**src/rtl/div32_seq_if.sv**
```systemverilog
// div32_seq_if: start/operand/result bundle between the ALU control and div32_seq.
interface div32_seq_if #(parameter int WIDTH = 32);
    logic             start;
    logic [WIDTH-1:0] a;
    logic [WIDTH-1:0] b;
    logic [WIDTH-1:0] q;
    logic [WIDTH-1:0] r;
    logic             busy;
    logic             done;
    logic             div_by_zero;
    modport master (output start, a, b, input q, r, busy, done, div_by_zero);
    modport slave (input start, a, b, output q, r, busy, done, div_by_zero);
endinterface

```
**src/rtl/div32_seq.sv**
```systemverilog
// div32_seq: iterative restoring divider, one quotient bit per clock, START/BUSY/DONE handshake.
// Optional macro DIV32_SIGNED_EN selects two's-complement operands with sign fix-up at finish.
module div32_seq #(
    parameter int WIDTH = 32,
    parameter int CNT_W = 6
) (
    input logic         clk,
    input logic         rst,
    div32_seq_if.slave  d
);
    typedef enum logic [1:0] {IDLE, CALC, FIN} state_t;
    localparam logic [CNT_W-1:0] LAST = CNT_W'(WIDTH - 1);
    state_t           state;
    logic [CNT_W-1:0] cnt;
    logic [WIDTH-1:0] dvd, dvs, rem, rem_n, dvd_n, a_in, b_in, q_fin, r_fin;
    logic [WIDTH:0]   trial;
    logic             qbit, accept;
    assign accept = (state != CALC) && d.start;
    // The partial remainder never reaches the divisor, so its top bit is always zero and is not stored.
    always_comb begin
        trial = {rem, dvd[WIDTH-1]} - {1'b0, dvs};
        qbit  = ~trial[WIDTH];
        rem_n = qbit ? trial[WIDTH-1:0] : {rem[WIDTH-2:0], dvd[WIDTH-1]};
        dvd_n = {dvd[WIDTH-2:0], qbit};
    end
`ifdef DIV32_SIGNED_EN
    logic sa, sb;
    always_comb begin
        a_in  = d.a[WIDTH-1] ? -d.a : d.a;
        b_in  = d.b[WIDTH-1] ? -d.b : d.b;
        q_fin = (sa ^ sb) ? -dvd_n : dvd_n;
        r_fin = sa ? -rem_n : rem_n;
    end
    always_ff @(posedge clk) begin
        if (accept) begin
            sa <= d.a[WIDTH-1];
            sb <= d.b[WIDTH-1];
        end
    end
`else
    always_comb begin
        a_in  = d.a;
        b_in  = d.b;
        q_fin = dvd_n;
        r_fin = rem_n;
    end
`endif
    always_ff @(posedge clk) begin
        if (rst) begin
            state         <= IDLE;
            cnt           <= '0;
            d.q           <= '0;
            d.r           <= '0;
            d.busy        <= 1'b0;
            d.done        <= 1'b0;
            d.div_by_zero <= 1'b0;
        end else begin
            d.done <= 1'b0;
            if (accept) begin
                dvd           <= a_in;
                dvs           <= b_in;
                rem           <= '0;
                cnt           <= '0;
                d.div_by_zero <= 1'b0;
                if (d.b == '0) begin
                    state         <= FIN;
                    d.q           <= '1;
                    d.r           <= d.a;
                    d.div_by_zero <= 1'b1;
                    d.done        <= 1'b1;
                    d.busy        <= 1'b0;
                end else begin
                    state  <= CALC;
                    d.busy <= 1'b1;
                end
            end else if (state == CALC) begin
                rem <= rem_n;
                dvd <= dvd_n;
                cnt <= cnt + 1'b1;
                if (cnt == LAST) begin
                    state  <= FIN;
                    d.busy <= 1'b0;
                    d.done <= 1'b1;
                    d.q    <= q_fin;
                    d.r    <= r_fin;
                end
            end else begin
                state <= IDLE;
            end
        end
    end
endmodule

```
**src/flat_wrapper.sv**
```systemverilog
// flat-port wrapper written by rule: the top's interface ports become plain ports
module div32_seq_flat 
#(
    parameter int WIDTH = 32,
    parameter int CNT_W = 6
)
  (clk, rst, d_start, d_a, d_b, d_q, d_r, d_busy, d_done, d_div_by_zero);
  div32_seq_if #(.WIDTH(WIDTH)) d_i ();
  input logic clk;
  input logic rst;
  input wire logic [$bits(d_i.start)-1:0] d_start;
  input wire logic [$bits(d_i.a)-1:0] d_a;
  input wire logic [$bits(d_i.b)-1:0] d_b;
  output wire logic [$bits(d_i.q)-1:0] d_q;
  output wire logic [$bits(d_i.r)-1:0] d_r;
  output wire logic [$bits(d_i.busy)-1:0] d_busy;
  output wire logic [$bits(d_i.done)-1:0] d_done;
  output wire logic [$bits(d_i.div_by_zero)-1:0] d_div_by_zero;
  assign d_i.start = d_start;
  assign d_i.a = d_a;
  assign d_i.b = d_b;
  assign d_q = d_i.q;
  assign d_r = d_i.r;
  assign d_busy = d_i.busy;
  assign d_done = d_i.done;
  assign d_div_by_zero = d_i.div_by_zero;
  div32_seq #(.WIDTH(WIDTH), .CNT_W(CNT_W)) u_core (.clk(clk), .rst(rst), .d(d_i));
endmodule
```
**config.mk**
```make
export PLATFORM = sky130hd
export DESIGN_NAME = div32_seq_flat
export DESIGN_NICKNAME = d
export VERILOG_FILES = /design/src/rtl/div32_seq_if.sv /design/src/rtl/div32_seq.sv /design/src/flat_wrapper.sv
export SDC_FILE = /design/constraint.sdc
export NUM_CORES = 1
export LEC_CHECK = 0
export CORE_MARGIN = 5
export CORE_UTILIZATION = 35
export DETAILED_ROUTE_END_ITERATION = 10
export GPL_ROUTABILITY_DRIVEN = 0
export GPL_TIMING_DRIVEN = 0
export PLACE_DENSITY = 0.65
export SKIP_LAST_GASP = 1
export SLEW_MARGIN = 20
export SYNTH_ARGS = -nofsm -noshare
export SYNTH_HDL_FRONTEND = slang
export SYNTH_SLANG_ARGS = --single-unit
```
**constraint.sdc**
```tcl
create_clock -name clk -period 12.35 [get_ports clk]
set_clock_uncertainty 0.15 [all_clocks]
set_input_delay 1.8525 -clock clk [delete_from_list [all_inputs] [get_ports clk]]
set_output_delay 1.8525 -clock clk [all_outputs]
set_load 0.1 [all_outputs]
```
# Word-level counts from Yosys, hierarchy flattened
# Index checks and enable logic that the tools add are counted.
[totals]
regBits = 171
in_bits = 67
output_inout_bits = 67
elab_cells = 52
[op_classes]
n_addsub = 2
n_eq_ne = 5
mux = 24
n_bitwise = 2
reduce_logical = 9
[ops]
columns = ["cell", "count"]
rows = [
  ["$mux W32", 12],
  ["$sub A33 B32 Y33", 1],
  ["$logic_not A32 Y1", 1],
  ["$mux W1", 8],
  ["$mux W2", 4],
  ["$add A6 B1 Y6 const B", 1],
  ["$eq A6 B5 Y1 const B", 1],
  ["$reduce_and A2 Y1", 3],
  ["$reduce_bool A2 Y1", 2],
  ["$ne A3 B2 Y1 const B", 1],
  ["$reduce_and A3 Y1", 1],
  ["$eq A2 B1 Y1 const B", 1],
  ["$ne A2 B1 Y1 const B", 1],
  ["$ne A2 B2 Y1 const B", 1],
  ["$not A1 Y1", 2],
  ["$reduce_or A2 Y1", 1],
  ["$logic_and A1 B1 Y1", 1],
]

# Logic depth before layout (Yosys ltp)
# Gate-level depths: netlist of the first run.
[logic_depth]
word_depth = 5
mapped_depth = 14
mapped_depth_nobuf = 12

# Worst setup path after synthesis of the first run
# OpenSTA, ideal clock, no wires.
[synth_path]
path_type = "input to register"
from = "input rst"
to = "register u_core.dvd[0] (enable)"
t_arrival_ps = 4963
required_time_ps = 11714
path_slack_ps = 6751
path_stages = 3
n_path_buf = 2
path_cell_list = "clkbuf_1 > buf_1 > nor2_1"
[synth_between]
elab_chain_cells = 2
[synth_lines]
columns = ["item", "line_no", "source"]
rows = [
  ["start: declaration", "flat_wrapper.sv:10", "input logic rst;"],
  ["$not A1 Y1 (no line)", "-", ""],
  ["$reduce_and A2 Y1 (no line)", "-", ""],
  ["end signal: assignment", "div32_seq.sv:60", "dvd <= a_in;"],
  ["end signal: assignment", "div32_seq.sv:78", "dvd <= dvd_n;"],
  ["end: declaration", "div32_seq.sv:15", "logic [WIDTH-1:0] dvd, dvs, rem, rem_n, dvd_n, a_in, b_in, q_fin, r_fin;"],
]
# No other way between the ends.
# A chain may end at the register's enable or synchronous reset.

# Final worst setup path of the first run
[layout_path]
from = "input d_b[0]"
to = "register u_core.d.r[3]"
[layout_between]
elab_chain_cells = 3
[layout_lines]
columns = ["item", "line_no", "source"]
rows = [
  ["start: declaration", "flat_wrapper.sv:13", "input wire logic [$bits(d_i.b)-1:0] d_b;"],
  ["$logic_not A32 Y1", "div32_seq.sv:65", "if (d.b == '0) begin"],
  ["$ne A2 B2 Y1 (no line)", "-", ""],
  ["$reduce_and A3 Y1 (no line)", "-", ""],
  ["end signal: assignment", "div32_seq.sv:68", "d.r <= d.a;"],
  ["end signal: assignment", "div32_seq.sv:85", "d.r <= r_fin;"],
  ["end: declaration", "div32_seq_if.sv:12", "modport slave (input start, a, b, output q, r, busy, done, div_by_zero);"],
]
# No other way between the ends.

==> run metrics, run 1 <==
status=completed; PostCTS Resize Cnt=0; post-route insts no fill=1404; vias=7281; final worst path period share=40.9%; post-route ant nets=0; share of layout cells above drive strength 1=6.48%; Ys Warns=0; footprint of the multi-input gates=3880 sq um; PortBufs=132; Netlist Area Pre-Place=8660 sq um; post-place setup slack=6.80 ns; CTS Buffer Depth=2; Critical Path AT=5.19 ns; first-pass GRT wire length=39.6 mm; Synth cell types=63; Total Power=1.60 mW; IO Pins=134; leakage=4.39 nW; worst hold path class=reg -> reg; Starting Density=35.6%; final setup vio count=0; HPWL Detailed=19.4 mm; worst slew pin tran=1.03 ns; CTS tree=built; Critical Path, Cell by Cell=clkdlybuf4s50_1 -> nor4_1 -> nand4_1 -> nor3_1 -> or2_2 -> clkbuf_1 -> clkbuf_1 -> clkbuf_1 -> a41oi_1; setup TNS=0 ns; Peak Freq=0.198 GHz; net count reported at finish=1168; FF+latch area=4380 sq um; Synth Register Bits=171; final wirelength=24.9 mm; DR iter-0 viols=604; CTS Buf Count=17; kind of critical path=in -> reg; core area=24300 sq um; DRT Pass-1 Iters=5; Buf/Inv on CP=4; n_diodes=0; CP max FO=10; number of placed instances, taps included=1372; setup bufs post-CTS=0; Max Slew Vio Count=0; startpoint types=input pin; Slowest cell on crit path=clkbuf_1; final setup margin=7.29 ns; GRT Total Usage=17.8%; Synth async-reset ratio=0%; # H-tree levels=4; DIE HEIGHT=167 um; Slew HR=31.2%; Crit path max-delay family=buffers and inverters; DRC viols=0; largest net degree at the start of global routing=30; Critical Path RT=12.48 ns; die span in x=167 um; Critical Path Max Stage Delay=0.54 ns; vias in the first global route=7334; initial antenna violation count=0; ys flop type=edfxtp_1; power per cell area=143 nW/um^2; worst-skew pair later-pin latency=0.44 ns; worst hold margin=0.330 ns; root buffer cell=clkbuf_16; Hold Violations, Final=0; Cells after Synth=913; Area Overhead vs Synth=28.7%; Critical Path End Type=flop; clock sinks=171; Post-CTS Hold Fix Bufs=0; Post-Syn Area per Cell=9.48 sq um; Design Area, Final=11100 sq um; Tmin final=5.06 ns; Mapped Nets=1014; Rows=57; drt via density=5.19; die area=28000 sq um; placed instance area=10500 sq um; EDFF count, synth=96; Filler Cell Count=2296; gr ovfl total=0; clock-pin slew on the worst setup and hold paths=0.07 ns; Max Cap Violations=0; unrepaired setup endpoints after global routing=false; register area share after synthesis=50.6%; final core utilization=45.8%; post-DR wirelength/cell=17.8 um; CP dominant cell by count=clkbuf_1; Peak supply drop=0.000103 V
layout by cell type, fill, tap and decap left out, types with 4 or more instances in the layout:
cell type          n
nand2_1          150
clkdlybuf4s50_1  132
nor2_1           106
edfxtp_1          96
dfxtp_1           75
nand3_1           46
nor3_1            46
inv_1             41
a21oi_1           37
ha_1              33
clkbuf_1          32
o21ai_0           26
o21bai_1          24
a41oi_1           20
clkbuf_16         19
xnor2_1           15
a21o_1            12
xor2_1            12
nand4_1           11
nor4_1            10
or3_1              9
mux2i_1            9
buf_1              8
a211oi_1           7
o31ai_1            6
and2_1             5
buf_2              5
nor2b_1            5
o21a_1             4
a31oi_1            4
inv_6              4
bufinv_16          4
worst paths after layout:
kind                                                      to  slack (ns)                        from  cells past startpoint
worst max-delay path              u_core.d.r[3]$_SDFFE_PP0P_        7.29                      d_b[0]                      9
worst min-delay path              u_core.d.busy$_SDFFE_PP0P_        0.33  u_core.d.busy$_SDFFE_PP0P_                      2
worst max register to register  u_core.rem[23]$_SDFFCE_PP0P_        8.79    u_core.dvd[31]$_DFFE_PP_                     13
worst min register to register    u_core.d.busy$_SDFFE_PP0P_        0.33  u_core.d.busy$_SDFFE_PP0P_                      2
worst register-to-register path: cells and delay by family (launching register included):
| family | cells | cell delay [ns] |
|---|---|---|
| AND/OR/NAND/NOR | 4 | 0.68 |
| buffers and inverters | 2 | 0.24 |
| multiplexers | 1 | 0.32 |
| AO/OA/AOI/OAI | 4 | 0.96 |
| adder cells (fa/ha/maj) | 2 | 0.47 |
| flip-flops | 1 | 0.48 |
routing by layer:
layer	GRT usage, %	vias up	wire (um)
met1	24.1	3400	11300
li1	-	3591	-
met4	6.07	0	605
met2	28.5	253	11300
met3	3.63	37	1690
met5	0	-	0
sequential cells by signal, summed over array words and instances (netlist names):
signal                flops
u_core.d.done             1
u_core.dvd               32
u_core.d.q               32
u_core.cnt                6
u_core.d.r               32
u_core.state              2
u_core.d.div_by_zero      1
u_core.d.busy             1
u_core.dvs               32
u_core.rem               32
cell type report:
type                            instances  area share, %
Buffer                                 50           2.29
Sequential cell                       171           39.3
Tap cell                              324           3.64
Inverter                               41           1.38
Multi-Input combinational cell        651           34.8
Clock inverter                         12           1.72
Clock buffer                           20           4.30
Timing Repair Buffer                  135           12.5
kinds of logic after synthesis:
kind of cell,synth area share [%]
AO/OA/AOI/OAI,14.7
adder cells (fa/ha/maj),5.00
AND/OR/NAND/NOR,21.2
XOR/XNOR,2.73
multiplexers,1.04
flip-flops,50.6
buffers and inverters,4.73
where the power goes:
group          internal (mW)  switching (mW)
Clock                  0.369           0.240
Combinational          0.131           0.194
Sequential             0.643          0.0201
Total                   1.14           0.455
cells in the mapped netlist (15+ instances only):
| library cell | count | area [sq um] |
|---|---|---|
| a41oi_1 | 20 | 175 |
| a21oi_1 | 37 | 185 |
| clkbuf_1 | 31 | 116 |
| edfxtp_1 | 96 | 2880 |
| nand2_1 | 150 | 563 |
| o21bai_1 | 24 | 180 |
| inv_1 | 41 | 154 |
| dfxtp_1 | 75 | 1500 |
| nor3_1 | 46 | 230 |
| nor2_1 | 108 | 405 |
| nand3_1 | 46 | 230 |
| ha_1 | 33 | 413 |
| o21ai_0 | 26 | 130 |
| xnor2_1 | 15 | 131 |
Note: power is estimated with default switching activity, not from simulation.
==> inputs of run 2 (changes only) <==
--- a/config.mk
+++ b/config.mk
@@ -10,7 +10,7 @@
 export DETAILED_ROUTE_END_ITERATION = 10
 export GPL_ROUTABILITY_DRIVEN = 0
 export GPL_TIMING_DRIVEN = 0
-export PLACE_DENSITY = 0.65
+export PLACE_DENSITY = 0.67
 export SKIP_LAST_GASP = 1
 export SLEW_MARGIN = 20
 export SYNTH_ARGS = -nofsm -noshare
==> constraint.sdc (replaced) <==
create_clock -name clk -period 4.61 [get_ports clk]
set_clock_uncertainty 0.15 [all_clocks]
set_input_delay 0.6915 -clock clk [delete_from_list [all_inputs] [get_ports clk]]
set_output_delay 0.6915 -clock clk [all_outputs]
set_load 0.1 [all_outputs]
==> run metrics, run 2 (synthesis results as in run 1) <==
worst-skew pair later-pin latency=0.44 ns; most common cell after layout, fill and taps aside=nand2_1; Critical Path RT=4.75 ns; IO Pins=134; Hold Violations, Final=0; worst hold path class=reg -> reg; Hold Path Origin=u_core.d.busy$_SDFFE_PP0P_; final wirelength=24.8 mm; status=completed; leakage=4.37 nW; PortBufs=132; post-route ant nets=0; Peak supply drop=0.000285 V; DRC viols=0; post-route insts no fill=1404; Max Slew Vio Count=0; Peak Freq=0.268 GHz; worst slew pin tran=1.04 ns; worst hold margin=0.320 ns; sw power=1.21 mW; sink of the worst hold path=u_core.d.busy$_SDFFE_PP0P_; largest net degree at the start of global routing=31; die span in x=167 um; setup TNS=0 ns; initial antenna violation count=0; final setup vio count=0; Max Cap Violations=0; clock-pin slew on the worst setup and hold paths=0.07 ns; Clk pwr share=36.8%; WHS Path Cells=2; startpoint types=input pin; n_diodes=0; Total Power=4.18 mW; Worst R2R Start=u_core.dvd[31]$_DFFE_PP_; first-pass GRT wire length=39.4 mm; Slew HR=30.2%; CTS tree=built; Tmin final=3.73 ns; Reg2Reg Depth=13; post-place setup slack=0.355 ns; CTS Buf Count=17; core area=24300 sq um; share of layout cells above drive strength 1=6.48%; Starting Density=35.6%; vias=7319; Flop pwr share=42.5%; number of placed instances, taps included=1372; most frequent cells in the layout=nand2_1, clkdlybuf4s50_1, nor2_1, edfxtp_1, dfxtp_1; Comb power frac=20.8%; Filler Cell Count=2317; DIE HEIGHT=167 um; power per cell area=377 nW/um^2; gr ovfl total=0; final worst path period share=80.9%; # H-tree levels=4; GRT Total Usage=17.7%; vias in the first global route=7261; die area=28000 sq um; PostCTS Resize Cnt=0; CTS Buffer Depth=2; clock sinks=171; DRT Pass-1 Iters=5; unrepaired setup endpoints after global routing=false; Power Internal=2.97 mW; drt via density=5.21; HPWL Detailed=19.6 mm; final setup margin=0.878 ns; post-DR wirelength/cell=17.7 um; net count reported at finish=1168; switching part of the total=29.0%; Critical Path AT=3.87 ns; setup bufs post-CTS=0; Area Overhead vs Synth=28.3%; DR iter-0 viols=557; Rows=57; CP max FO=10; root buffer cell=clkbuf_16; RR Endpoint=u_core.d.r[23]$_SDFFE_PP0P_; Post-CTS Hold Fix Bufs=0; reg2reg setup slack=1.01 ns; Critical Path End Type=flop; kind of critical path=in -> reg
## run 2: cell count changes in the layout (fill, tap and decap cells not counted), sizes merged
cell    delta
clkinv     -2
inv        +3
bufinv     -2
clkbuf     +1
## run 2: cell type report
type | instances | area, sq um | share of cell area (%)
Buffer | 50 | 255 | 2.30
Clock buffer | 21 | 493 | 4.44
Clock inverter | 11 | 139 | 1.25
Inverter | 41 | 154 | 1.39
Multi-Input combinational cell | 651 | 3880 | 34.9
Sequential cell | 171 | 4380 | 39.5
Tap cell | 324 | 405 | 3.65
Timing Repair Buffer | 135 | 1400 | 12.6
## run 2: per-layer routing
layer	part of all wire, %	global-route usage, %	vias to the layer above
li1	-	-	3589
met1	45	24.0	3416
met2	45	27.7	271
met3	6.8	4.08	43
met4	2.9	6.60	0
met5	0	0	-
## run 2: per-stage QoR
| step | cell area [sq um] | utilization (%) |
|---|---|---|
| finish | 11100 | 45.7 |
| global route | 11100 | 45.7 |
| CTS | 11100 | 45.7 |
| detailed placement | 10500 | 43.1 |
| global placement | 10400 | 42.7 |
| floorplan | 8660 | - |
## run 2: worst max path at each step
stage	from	to	slack, ns	cells past startpoint
after floorplan	rst	u_core.dvd[0]$_DFFE_PP_	0.17	3
after global placement	rst	u_core.rem[2]$_SDFFCE_PP0P_	-1.55	3
after detailed placement	d_b[1]	u_core.d.r[4]$_SDFFE_PP0P_	0.35	9
after CTS	d_b[1]	u_core.d.r[8]$_SDFFE_PP0P_	0.82	9
after global routing	d_b[1]	u_core.d.r[14]$_SDFFE_PP0P_	0.63	9
final	d_b[25]	u_core.d.r[8]$_SDFFE_PP0P_	0.88	9
## run 2: power by group through the flow
| stage | Combinational (mW) | Clock [mW] | Sequential (mW) |
|---|---|---|---|
| CTS | 0.865 | 1.55 | 1.77 |
| detailed placement | 0.861 | 0 | 1.81 |
| global placement | 0.835 | 0 | 1.81 |
| global route | 0.963 | 1.62 | 1.78 |
| finish | 0.868 | 1.54 | 1.78 |
| floorplan | 0.603 | 0 | 1.79 |
## run 2: worst max-delay path, stage by stage
cell and delay, ns:
clkdlybuf4s50_1 0.43, nor4_1 0.40, nand4_1 0.28, nor3_1 0.40, or2_2 0.20, clkbuf_1 0.18
clkbuf_1 0.58, clkbuf_1 0.49, a41oi_1 0.20
==> inputs of run 3 (changes only) <==
==> constraint.sdc (replaced) <==
create_clock -name clk -period 3.1 [get_ports clk]
set_clock_uncertainty 0.15 [all_clocks]
set_input_delay 0.465 -clock clk [delete_from_list [all_inputs] [get_ports clk]]
set_output_delay 0.465 -clock clk [all_outputs]
set_load 0.1 [all_outputs]
==> run metrics, run 3 (synthesis results as in run 1) <==
unrepaired setup endpoints after global routing=true; gr ovfl total=0; most frequent cells in the layout=nand2_1, clkdlybuf4s50_1, nor2_1, edfxtp_1, dfxtp_1; Slowest cell on crit path=edfxtp_1; Area Overhead vs Synth=35.9%; power per cell area=540 nW/um^2; Crit. path cell count=15; Critical Path End Type=flop; WHS Path Cells=2; Critical Path, Cell by Cell=inv_2 -> ha_4 -> fa_2 -> nor2b_4 -> o31a_1 -> o31ai_4 -> a211oi_2 -> o211a_1 -> buf_4 -> o21ai_4 -> and2_4 -> buf_12 -> buf_8 -> nand4_1 -> a41oi_2; final setup vio count=66; Slew HR=30.5%; # H-tree levels=4; clock-pin slew on the worst setup and hold paths=0.07 ns; placed instance area=10500 sq um; Peak Freq=0.291 GHz; Hold Violations, Final=0; failing checks=negative setup slack; post-DR wirelength/cell=18.3 um; initial antenna violation count=0; vias=7506; worst setup path start=u_core.dvd[31]$_DFFE_PP_; CTS Buf Count=17; CP max FO=10; Crit path max-delay family=compound AO/OA/AOI/OAI gates; net count reported at finish=1188; drt via density=5.27; RR Endpoint=u_core.d.r[8]$_SDFFE_PP0P_; Starting Density=35.6%; worst slew pin tran=1.04 ns; worst hold margin=0.322 ns; Max Slew Vio Count=0; Total Power=6.35 mW; final setup margin=-0.332 ns; reg2reg setup slack=-0.33 ns; die span in x=167 um; Buf/Inv on CP=4; CTS Buffer Depth=2; Tmin final=3.43 ns; Worst Setup EP=u_core.d.r[8]$_SDFFE_PP0P_; post-place setup slack=-0.913 ns; core area=24300 sq um; Worst R2R Start=u_core.dvd[31]$_DFFE_PP_; final core utilization=48.4%; Critical Path RT=3.31 ns; startpoint types=flop; DRT Pass-1 Iters=5; HPWL Detailed=19.5 mm; Max Cap Violations=0; Critical Path AT=3.64 ns; kind of critical path=reg -> reg; largest net degree at the start of global routing=30; leakage=4.53 nW; clock sinks=171; Critical Path Max Stage Delay=0.50 ns; GRT Total Usage=17.9%; status=finished, violations left; Design Area, Final=11800 sq um; share of layout cells above drive strength 1=14.9%; PortBufs=132; first-pass GRT wire length=40.0 mm; Peak supply drop=0.000428 V; die area=28000 sq um; most common cell after layout, fill and taps aside=nand2_1; IO Pins=134; vias in the first global route=7302; worst-skew pair later-pin latency=0.43 ns; Rows=57; post-route insts no fill=1423; CTS tree=built; DIE HEIGHT=167 um; number of placed instances, taps included=1372; final worst path period share=111%; Reg2Reg Depth=15; DRC viols=0; root buffer cell=clkbuf_16; post-route ant nets=0; setup TNS=-15.58 ns; n_diodes=0; DR iter-0 viols=511; final wirelength=26.1 mm; worst hold path class=reg -> reg
-- run 3: changes by cell type in the layout (fill, tap and decap cells not counted), moves of 7 or more --
cell and change:
buf_4 +18, nand3_2 +24, a41oi_1 -17, mux2i_1 -8, nand3_1 -28, mux2i_4 +7, a41oi_2 +17
-- run 3: routing by layer --
layer  part of all wire, %  track usage, %  wire, um  vias up
met5                     0               0         0        -
met4                   3.4            6.85       882        0
met3                   7.0            3.51      1810       53
met2                    47            28.8     12100      277
met1                    43            24.0     11300     3540
li1                      -               -         -     3636
-- run 3: how the worst min path moves through the flow --
stage | start | to | slack [ns]
4_1_cts | u_core.d.busy$_SDFFE_PP0P_ | u_core.d.busy$_SDFFE_PP0P_ | 0.32
3_3_place_gp | u_core.d.busy$_SDFFE_PP0P_ | u_core.d.busy$_SDFFE_PP0P_ | 0.31
2_1_floorplan | u_core.cnt[4]$_SDFFE_PP0P_ | u_core.cnt[4]$_SDFFE_PP0P_ | 0.33
3_5_place_dp | u_core.d.busy$_SDFFE_PP0P_ | u_core.d.busy$_SDFFE_PP0P_ | 0.31
6_report | u_core.d.busy$_SDFFE_PP0P_ | u_core.d.busy$_SDFFE_PP0P_ | 0.32
5_1_grt | u_core.d.busy$_SDFFE_PP0P_ | u_core.d.busy$_SDFFE_PP0P_ | 0.36
-- run 3: area by class of cell --
class                           count  area, sq um
Multi-Input combinational cell    651         4380
Sequential cell                   171         4380
Buffer                             49          275
Timing Repair Buffer              156         1600
Inverter                           41          154
Tap cell                          324          405
Clock buffer                       19          443
Clock inverter                     12          116
Fill cell                        2211        12600
-- run 3: worst register-to-register path, delay by kind of cell (launching register included) --
kind / cells / cell delay (ns)
AO/OA/AOI/OAI: 6 / 1.32
adder cells (fa/ha/maj): 2 / 0.36
buffers and inverters: 4 / 0.56
flip-flops: 1 / 0.50
AND/OR/NAND/NOR: 3 / 0.46
-- run 3: what timing repair did --
action                                 4_1_cts  5_1_grt
setup buffers                               11        7
gates resized for setup                     56       44
endpoints found under the hold margin        0        0
cloned                                       1        2
setup endpoints to repair                   86       78
hold buffers                                 0        0
pin swaps                                   19       28
-- run 3: power breakdown --
part           internal [mW]  total [mW]  switching, mW
sequential              2.56        2.65         0.0909
clock                   1.13        2.06          0.925
combinational          0.702        1.64          0.938
total                   4.40        6.35           1.95
